===== src/rtl/jogo_memoria_param.sv =====
// jogo_memoria_param -- sequence-memory ("Genius") game controller.
//
// Round r asks the player to repeat sequence entries 0..r in order. The
// sequence lives in an external memory with a combinational read port; this
// block owns the FSM, the round/play counters, button edge detection and the
// per-play timeout.
//
// Optional feature: define MOSTRA_SEQUENCIA_EN to light entries 0..rodada on
// the LEDs (TEMPO_MOSTRA cycles lit, TEMPO_MOSTRA cycles blank each) before
// every round. Without it PREPARA/PROX_RODADA go straight to ESPERA.
//
// Ports
//   clock, reset        rising-edge clock, async active-high reset
//   iniciar             start/restart, honoured only in INICIAL and final states
//   botoes[N]           player buttons, active-high
//   mem_dado[N]         sequence word at mem_addr
//   mem_addr[ADDR_W]    sequence index being compared or displayed
//   leds[N]             last play / sequence display
//   pronto/acertou/errou/db_timeout   end-of-game flags
//   db_estado/db_rodada/db_jogada     debug view of state and counters

// One button lane: input register plus its delayed copy for edge detection.
module jogo_memoria_param_botao (
  input  logic clock,
  input  logic reset,
  input  logic botao,
  output logic reg_b,
  output logic reg_b_prev
);
  always_ff @(posedge clock or posedge reset) begin
    if (reset) begin
      reg_b      <= 1'b0;
      reg_b_prev <= 1'b0;
    end else begin
      reg_b      <= botao;
      reg_b_prev <= reg_b;
    end
  end
endmodule

module jogo_memoria_param #(
  parameter int N_BOTOES       = 4,
  parameter int ADDR_W         = 4,
  parameter int TIMEOUT_CICLOS = 3000,
  parameter int TEMPO_MOSTRA   = 500
) (
  input  logic                clock,
  input  logic                reset,
  input  logic                iniciar,
  input  logic [N_BOTOES-1:0] botoes,
  input  logic [N_BOTOES-1:0] mem_dado,
  output logic [ADDR_W-1:0]   mem_addr,
  output logic [N_BOTOES-1:0] leds,
  output logic                pronto,
  output logic                acertou,
  output logic                errou,
  output logic [3:0]          db_estado,
  output logic [ADDR_W-1:0]   db_rodada,
  output logic [ADDR_W-1:0]   db_jogada,
  output logic                db_timeout
);

  typedef enum logic [3:0] {
    INICIAL     = 4'h0,
    PREPARA     = 4'h1,
    MOSTRA      = 4'h2,
    APAGA       = 4'h3,
    ESPERA      = 4'h4,
    REGISTRA    = 4'h5,
    COMPARA     = 4'h6,
    PROX_JOGADA = 4'h7,
    PROX_RODADA = 4'h8,
    FIM_ACERTO  = 4'hA,
    FIM_TIMEOUT = 4'hD,
    FIM_ERRO    = 4'hE
  } estado_t;

  localparam int                TO_W   = $clog2(TIMEOUT_CICLOS);
  localparam logic [TO_W-1:0]   TO_MAX = TO_W'(TIMEOUT_CICLOS - 1);
  localparam logic [ADDR_W-1:0] ULTIMA = {ADDR_W{1'b1}};

  // Both counters terminate on "== limit-1", so a limit below 2 has no
  // representable terminal count.
  if (TIMEOUT_CICLOS < 2 || TEMPO_MOSTRA < 2) begin : g_param_invalido
    $error("jogo_memoria_param: TIMEOUT_CICLOS and TEMPO_MOSTRA must be >= 2");
  end

  estado_t             estado;
  logic [ADDR_W-1:0]   rodada, jogada;
  logic [N_BOTOES-1:0] jogada_reg, leds_q;
  logic [TO_W-1:0]     cnt_to;
  logic [N_BOTOES-1:0] reg_b, reg_b_prev;
  logic                tem_jogada;

  for (genvar i = 0; i < N_BOTOES; i++) begin : g_botao
    jogo_memoria_param_botao u_botao (
      .clock      (clock),
      .reset      (reset),
      .botao      (botoes[i]),
      .reg_b      (reg_b[i]),
      .reg_b_prev (reg_b_prev[i])
    );
  end

  // A play is the rising edge of "any button pressed"; adding buttons while
  // one is still held does not create a new play.
  assign tem_jogada = (|reg_b) & ~(|reg_b_prev);

`ifdef MOSTRA_SEQUENCIA_EN
  localparam int              MO_W   = $clog2(TEMPO_MOSTRA);
  localparam logic [MO_W-1:0] MO_MAX = MO_W'(TEMPO_MOSTRA - 1);
  logic [MO_W-1:0] cnt_mostra;
`endif

  always_ff @(posedge clock or posedge reset) begin
    if (reset) begin
      estado     <= INICIAL;
      rodada     <= '0;
      jogada     <= '0;
      jogada_reg <= '0;
      leds_q     <= '0;
      cnt_to     <= '0;
      pronto     <= 1'b0;
      acertou    <= 1'b0;
      errou      <= 1'b0;
      db_timeout <= 1'b0;
`ifdef MOSTRA_SEQUENCIA_EN
      cnt_mostra <= '0;
`endif
    end else begin
      case (estado)
        INICIAL: if (iniciar) estado <= PREPARA;

        PREPARA: begin
          rodada <= '0;
          jogada <= '0;
          leds_q <= '0;
          cnt_to <= '0;
`ifdef MOSTRA_SEQUENCIA_EN
          cnt_mostra <= '0;
          estado     <= MOSTRA;
`else
          estado <= ESPERA;
`endif
        end

`ifdef MOSTRA_SEQUENCIA_EN
        MOSTRA: begin
          if (cnt_mostra == MO_MAX) begin
            cnt_mostra <= '0;
            estado     <= APAGA;
          end else begin
            cnt_mostra <= cnt_mostra + MO_W'(1);
          end
        end

        APAGA: begin
          if (cnt_mostra == MO_MAX) begin
            cnt_mostra <= '0;
            if (jogada == rodada) begin
              jogada <= '0;
              cnt_to <= '0;
              estado <= ESPERA;
            end else begin
              jogada <= jogada + ADDR_W'(1);
              estado <= MOSTRA;
            end
          end else begin
            cnt_mostra <= cnt_mostra + MO_W'(1);
          end
        end
`endif

        // A press on the last allowed cycle still counts as a play.
        ESPERA: begin
          if (tem_jogada) begin
            jogada_reg <= reg_b;
            estado     <= REGISTRA;
          end else if (cnt_to == TO_MAX) begin
            leds_q     <= '0;
            pronto     <= 1'b1;
            errou      <= 1'b1;
            db_timeout <= 1'b1;
            estado     <= FIM_TIMEOUT;
          end else begin
            cnt_to <= cnt_to + TO_W'(1);
          end
        end

        REGISTRA: begin
          leds_q <= jogada_reg;
          estado <= COMPARA;
        end

        // mem_dado is always one-hot, so a multi-button capture can never match.
        COMPARA: begin
          if (jogada_reg != mem_dado) begin
            leds_q <= '0;
            pronto <= 1'b1;
            errou  <= 1'b1;
            estado <= FIM_ERRO;
          end else if (jogada < rodada) begin
            estado <= PROX_JOGADA;
          end else if (rodada == ULTIMA) begin
            leds_q  <= '0;
            pronto  <= 1'b1;
            acertou <= 1'b1;
            estado  <= FIM_ACERTO;
          end else begin
            estado <= PROX_RODADA;
          end
        end

        PROX_JOGADA: begin
          jogada <= jogada + ADDR_W'(1);
          cnt_to <= '0;
          estado <= ESPERA;
        end

        PROX_RODADA: begin
          rodada <= rodada + ADDR_W'(1);
          jogada <= '0;
          cnt_to <= '0;
`ifdef MOSTRA_SEQUENCIA_EN
          cnt_mostra <= '0;
          estado     <= MOSTRA;
`else
          estado <= ESPERA;
`endif
        end

        // Flags drop together with the restart so they are high only in final states.
        FIM_ACERTO, FIM_ERRO, FIM_TIMEOUT: begin
          if (iniciar) begin
            pronto     <= 1'b0;
            acertou    <= 1'b0;
            errou      <= 1'b0;
            db_timeout <= 1'b0;
            estado     <= PREPARA;
          end
        end

        default: estado <= INICIAL;
      endcase
    end
  end

  // Display states override the play shown on the LEDs; mem_dado follows the
  // registered index, so this stays a function of registered state.
  always_comb begin
    leds = leds_q;
`ifdef MOSTRA_SEQUENCIA_EN
    if (estado == MOSTRA)     leds = mem_dado;
    else if (estado == APAGA) leds = '0;
`endif
  end

  assign mem_addr  = jogada;
  assign db_estado = estado;
  assign db_rodada = rodada;
  assign db_jogada = jogada;

endmodule


===== config.mk =====
export PLATFORM = sky130hd
export DESIGN_NAME = jogo_memoria_param
export DESIGN_NICKNAME = d
export VERILOG_FILES = /design/src/rtl/jogo_memoria_param.sv
export SDC_FILE = /design/constraint.sdc
export NUM_CORES = 1
export LEC_CHECK = 0
export ABC_AREA = 1
export ABC_CLOCK_PERIOD_IN_PS = 1900
export BUFFER_PORTS_ARGS = -buffer_cell sky130_fd_sc_hd__buf_2
export CORE_MARGIN = 2
export CORE_UTILIZATION = 45
export CTS_CLUSTER_SIZE = 12
export DETAILED_ROUTE_END_ITERATION = 8
export PLACE_DENSITY_LB_ADDON = 0.2
export SLEW_MARGIN = 10
export SYNTH_ARGS = -nofsm -noshare
export SYNTH_HDL_FRONTEND = slang
export SYNTH_SLANG_ARGS = --single-unit

===== constraint.sdc =====
create_clock -name clock -period 1.9 [get_ports clock]
set_input_delay 0.38 -clock clock [delete_from_list [all_inputs] [get_ports clock]]
set_output_delay 0.38 -clock clock [all_outputs]
set_load 0.05 [all_outputs]

==> summary.txt <==
crit-path max cell delay -> 400 ps
worst-path fanout max -> 5
clock skew -> 4.605 ps
Die Wd -> 77.77 um
mean post-synth cell area -> 7.749 um2
crit path buf inv count -> 1
Port Buffer Count -> 34
Final TNS setup -> 0 ps
Die Area -> 6047 um2
DR vias/cell -> 4.866
Max Clk Rate -> 592.5 MHz
# resized after CTS -> 0
routed wire length -> 4.839 mm
DP Wirelength -> 3.796 mm
n_diodes -> 0
Tcrit/Tclk final -> 0.8883
via count -> 2068
Seq/Total Area, Yosys -> 0.4497
clock root buffer -> clkbuf_8
grt total ovfl -> 0
Post-DRT Antenna Nets -> 0
initial antenna violation count -> 0
Ys Warns -> 0
clk_lat worst skew -> 300 ps
CTS Buffer Depth -> 2
DRC violations left -> 0
leading cell type in the layout, fill and taps excluded -> nand2_1
Final Setup Violations -> 0
CP delay by family, top -> simple AND/OR/NAND/NOR gates
CP Launch Point -> cnt_to[0]
TritonCTS Sinks -> 44
Top-Level Pins -> 35
Initial Util -> 0.4734
Slew HR -> 0.5822
MaxCap Viol Count -> 0
DR pass1 iterations -> 4
Total Power -> 3.998 mW
post-place instance area -> 2693 um2
Syn Inst Count -> 316
most frequent cells in the layout -> nand2_1 (97), dfrtp_1 (44), inv_1 (36)
Hold Buf Count CTS -> 0
#FFs+latches synth -> 44
FP Rows -> 26
crit path launch type -> flip-flop
Worst Setup End Kind -> flip-flop
area grow syn2layout -> 14.46%
Setup Crit Path Kind -> reg2reg
Hold Fails Final Rpt -> 0
TritonCTS buffer count -> 5
syn_nets -> 333
Slew Limit Fails -> 0
Setup WS post-layout -> 212.3 ps
CP max-delay cell -> dfrtp_1
Worst Tran Pin Value -> 622.9 ps
Final Instance Area -> 2803 um2
drt initial violations -> 119
CP cell instances -> ha_2, and3_1, nand3_1, nand2_1, inv_1, nor3_1, nor2_1
Leakage -> 1.467 nW
htree depth -> 2
Synth Cell Area -> 2449 um2
largest net degree at the start of global routing -> 29
number of global-route vias before repair -> 1963
outcome -> complete, no violations
Largest Register -> cnt_to
PwrDens -> 1426 nW/um2
core area -> 5172 um2
Worst-path clk slew -> 80 ps
R2R Path Start -> cnt_to[0]
unrepaired setup endpoints after global routing -> no
CP arrival -> 1870 ps
share of cells above drive strength 1 -> 0.1887
VDD IR-drop max -> 0.6375 mV
Distinct cells, synth -> 31
required time worst endpoint -> 2080 ps
CTS tree -> built
routed length per instance -> 11.39 um
Die Y -> 77.77 um
gr usage total -> 0.1747
GP Congestion -> 0.8887
Final nets -> 371
Largest register FFs -> 12
first-pass GRT wire length -> 8.535 mm
pre-CTS setup slack -> 193.8 ps
postcts setup bufs -> 0
hold crit path type -> in2async
post-layout minimum cycle time -> 1688 ps
==> cells by family (layout without fill, tap and decap cells) <==
kind of cell / count (synthesis) / after routing / share of synthesized area
AND/OR/NAND/NOR: 174 / 174 / 0.3163
adder cells (fa/ha/maj): 6 / 6 / 0.03066
AO/OA/AOI/OAI: 36 / 36 / 0.08994
buffers and inverters: 47 / 86 / 0.08125
XOR/XNOR: 9 / 9 / 0.03219
flip-flops: 44 / 44 / 0.4497
==> final timing paths <==
path	to	slack, ps	depth (start not counted)
min	g_botao[0].u_botao.reg_b	70	2
max reg2reg	acertou	210	7
min reg2reg	g_botao[2].u_botao.reg_b_prev	410	0
min in group clock	g_botao[0].u_botao.reg_b	180	1
max	acertou	210	7
max in group asynchronous	cnt_to[6]	1330	3
==> layout make-up <==
cell class,instances,area [um2]
multi-input cells,225,1151
well taps,70,87.58
clock buffers,6,72.57
fillers,495,2370
clock inverters,2,35.03
flip-flops and latches,44,1101
inverters,42,157.7
repair buffers,36,197.7
==> through the flow <==
step | hold slack (ps) | cells | utilization
detailed placement | 400.6 | 417 | 0.5206
global placement | 394.9 | 417 | 0.5206
floorplan | 374.8 | 316 | -
CTS | 86.28 | 425 | 0.5414
finish | 69.06 | 425 | 0.5418
global route | 106.2 | 425 | 0.5418
==> per-layer routing <==
layer / vias to the layer above / GRT usage / routed length (um)
met5: - / 0 / 0
met4: 0 / 0.06786 / 91
met3: 10 / 0.02791 / 215
met2: 41 / 0.2793 / 2219
met1: 937 / 0.2372 / 2312
li1: 1080 / - / -
==> report_power, final <==
part / total, mW / internal (mW) / switching [mW]
logic: 1.97 / 0.523 / 1.45
clock network: 0.701 / 0.390 / 0.311
registers: 1.33 / 1.14 / 0.190
==> cell usage after synthesis <==
cell type,number,area share
nor3_1,6,0.012
inv_2,5,0.0077
dfrtp_1,44,0.45
o21a_1,1,0.0031
nor2_2,2,0.0051
a21o_1,1,0.0031
o21ai_2,4,0.014
and3_1,2,0.0051
nand2_2,3,0.0077
nand3_1,21,0.043
xnor2_1,2,0.0072
inv_1,37,0.057
a21oi_1,9,0.018
nand2_1,97,0.15
nor2_8,1,0.0082
xor2_1,7,0.025
o22ai_1,1,0.0026
nor2_4,1,0.0046
o21ai_1,2,0.0041
o31ai_1,3,0.0092
nand4_1,1,0.0026
nand3_2,2,0.0082
nand2_4,3,0.014
buf_6,1,0.0046
and2_1,1,0.0026
ha_1,6,0.031
nor2_1,33,0.051
nor3_2,1,0.0041
o21ai_0,14,0.029
a21oi_4,1,0.0066
buf_4,4,0.012
Note: power is estimated with default switching activity, not from simulation.
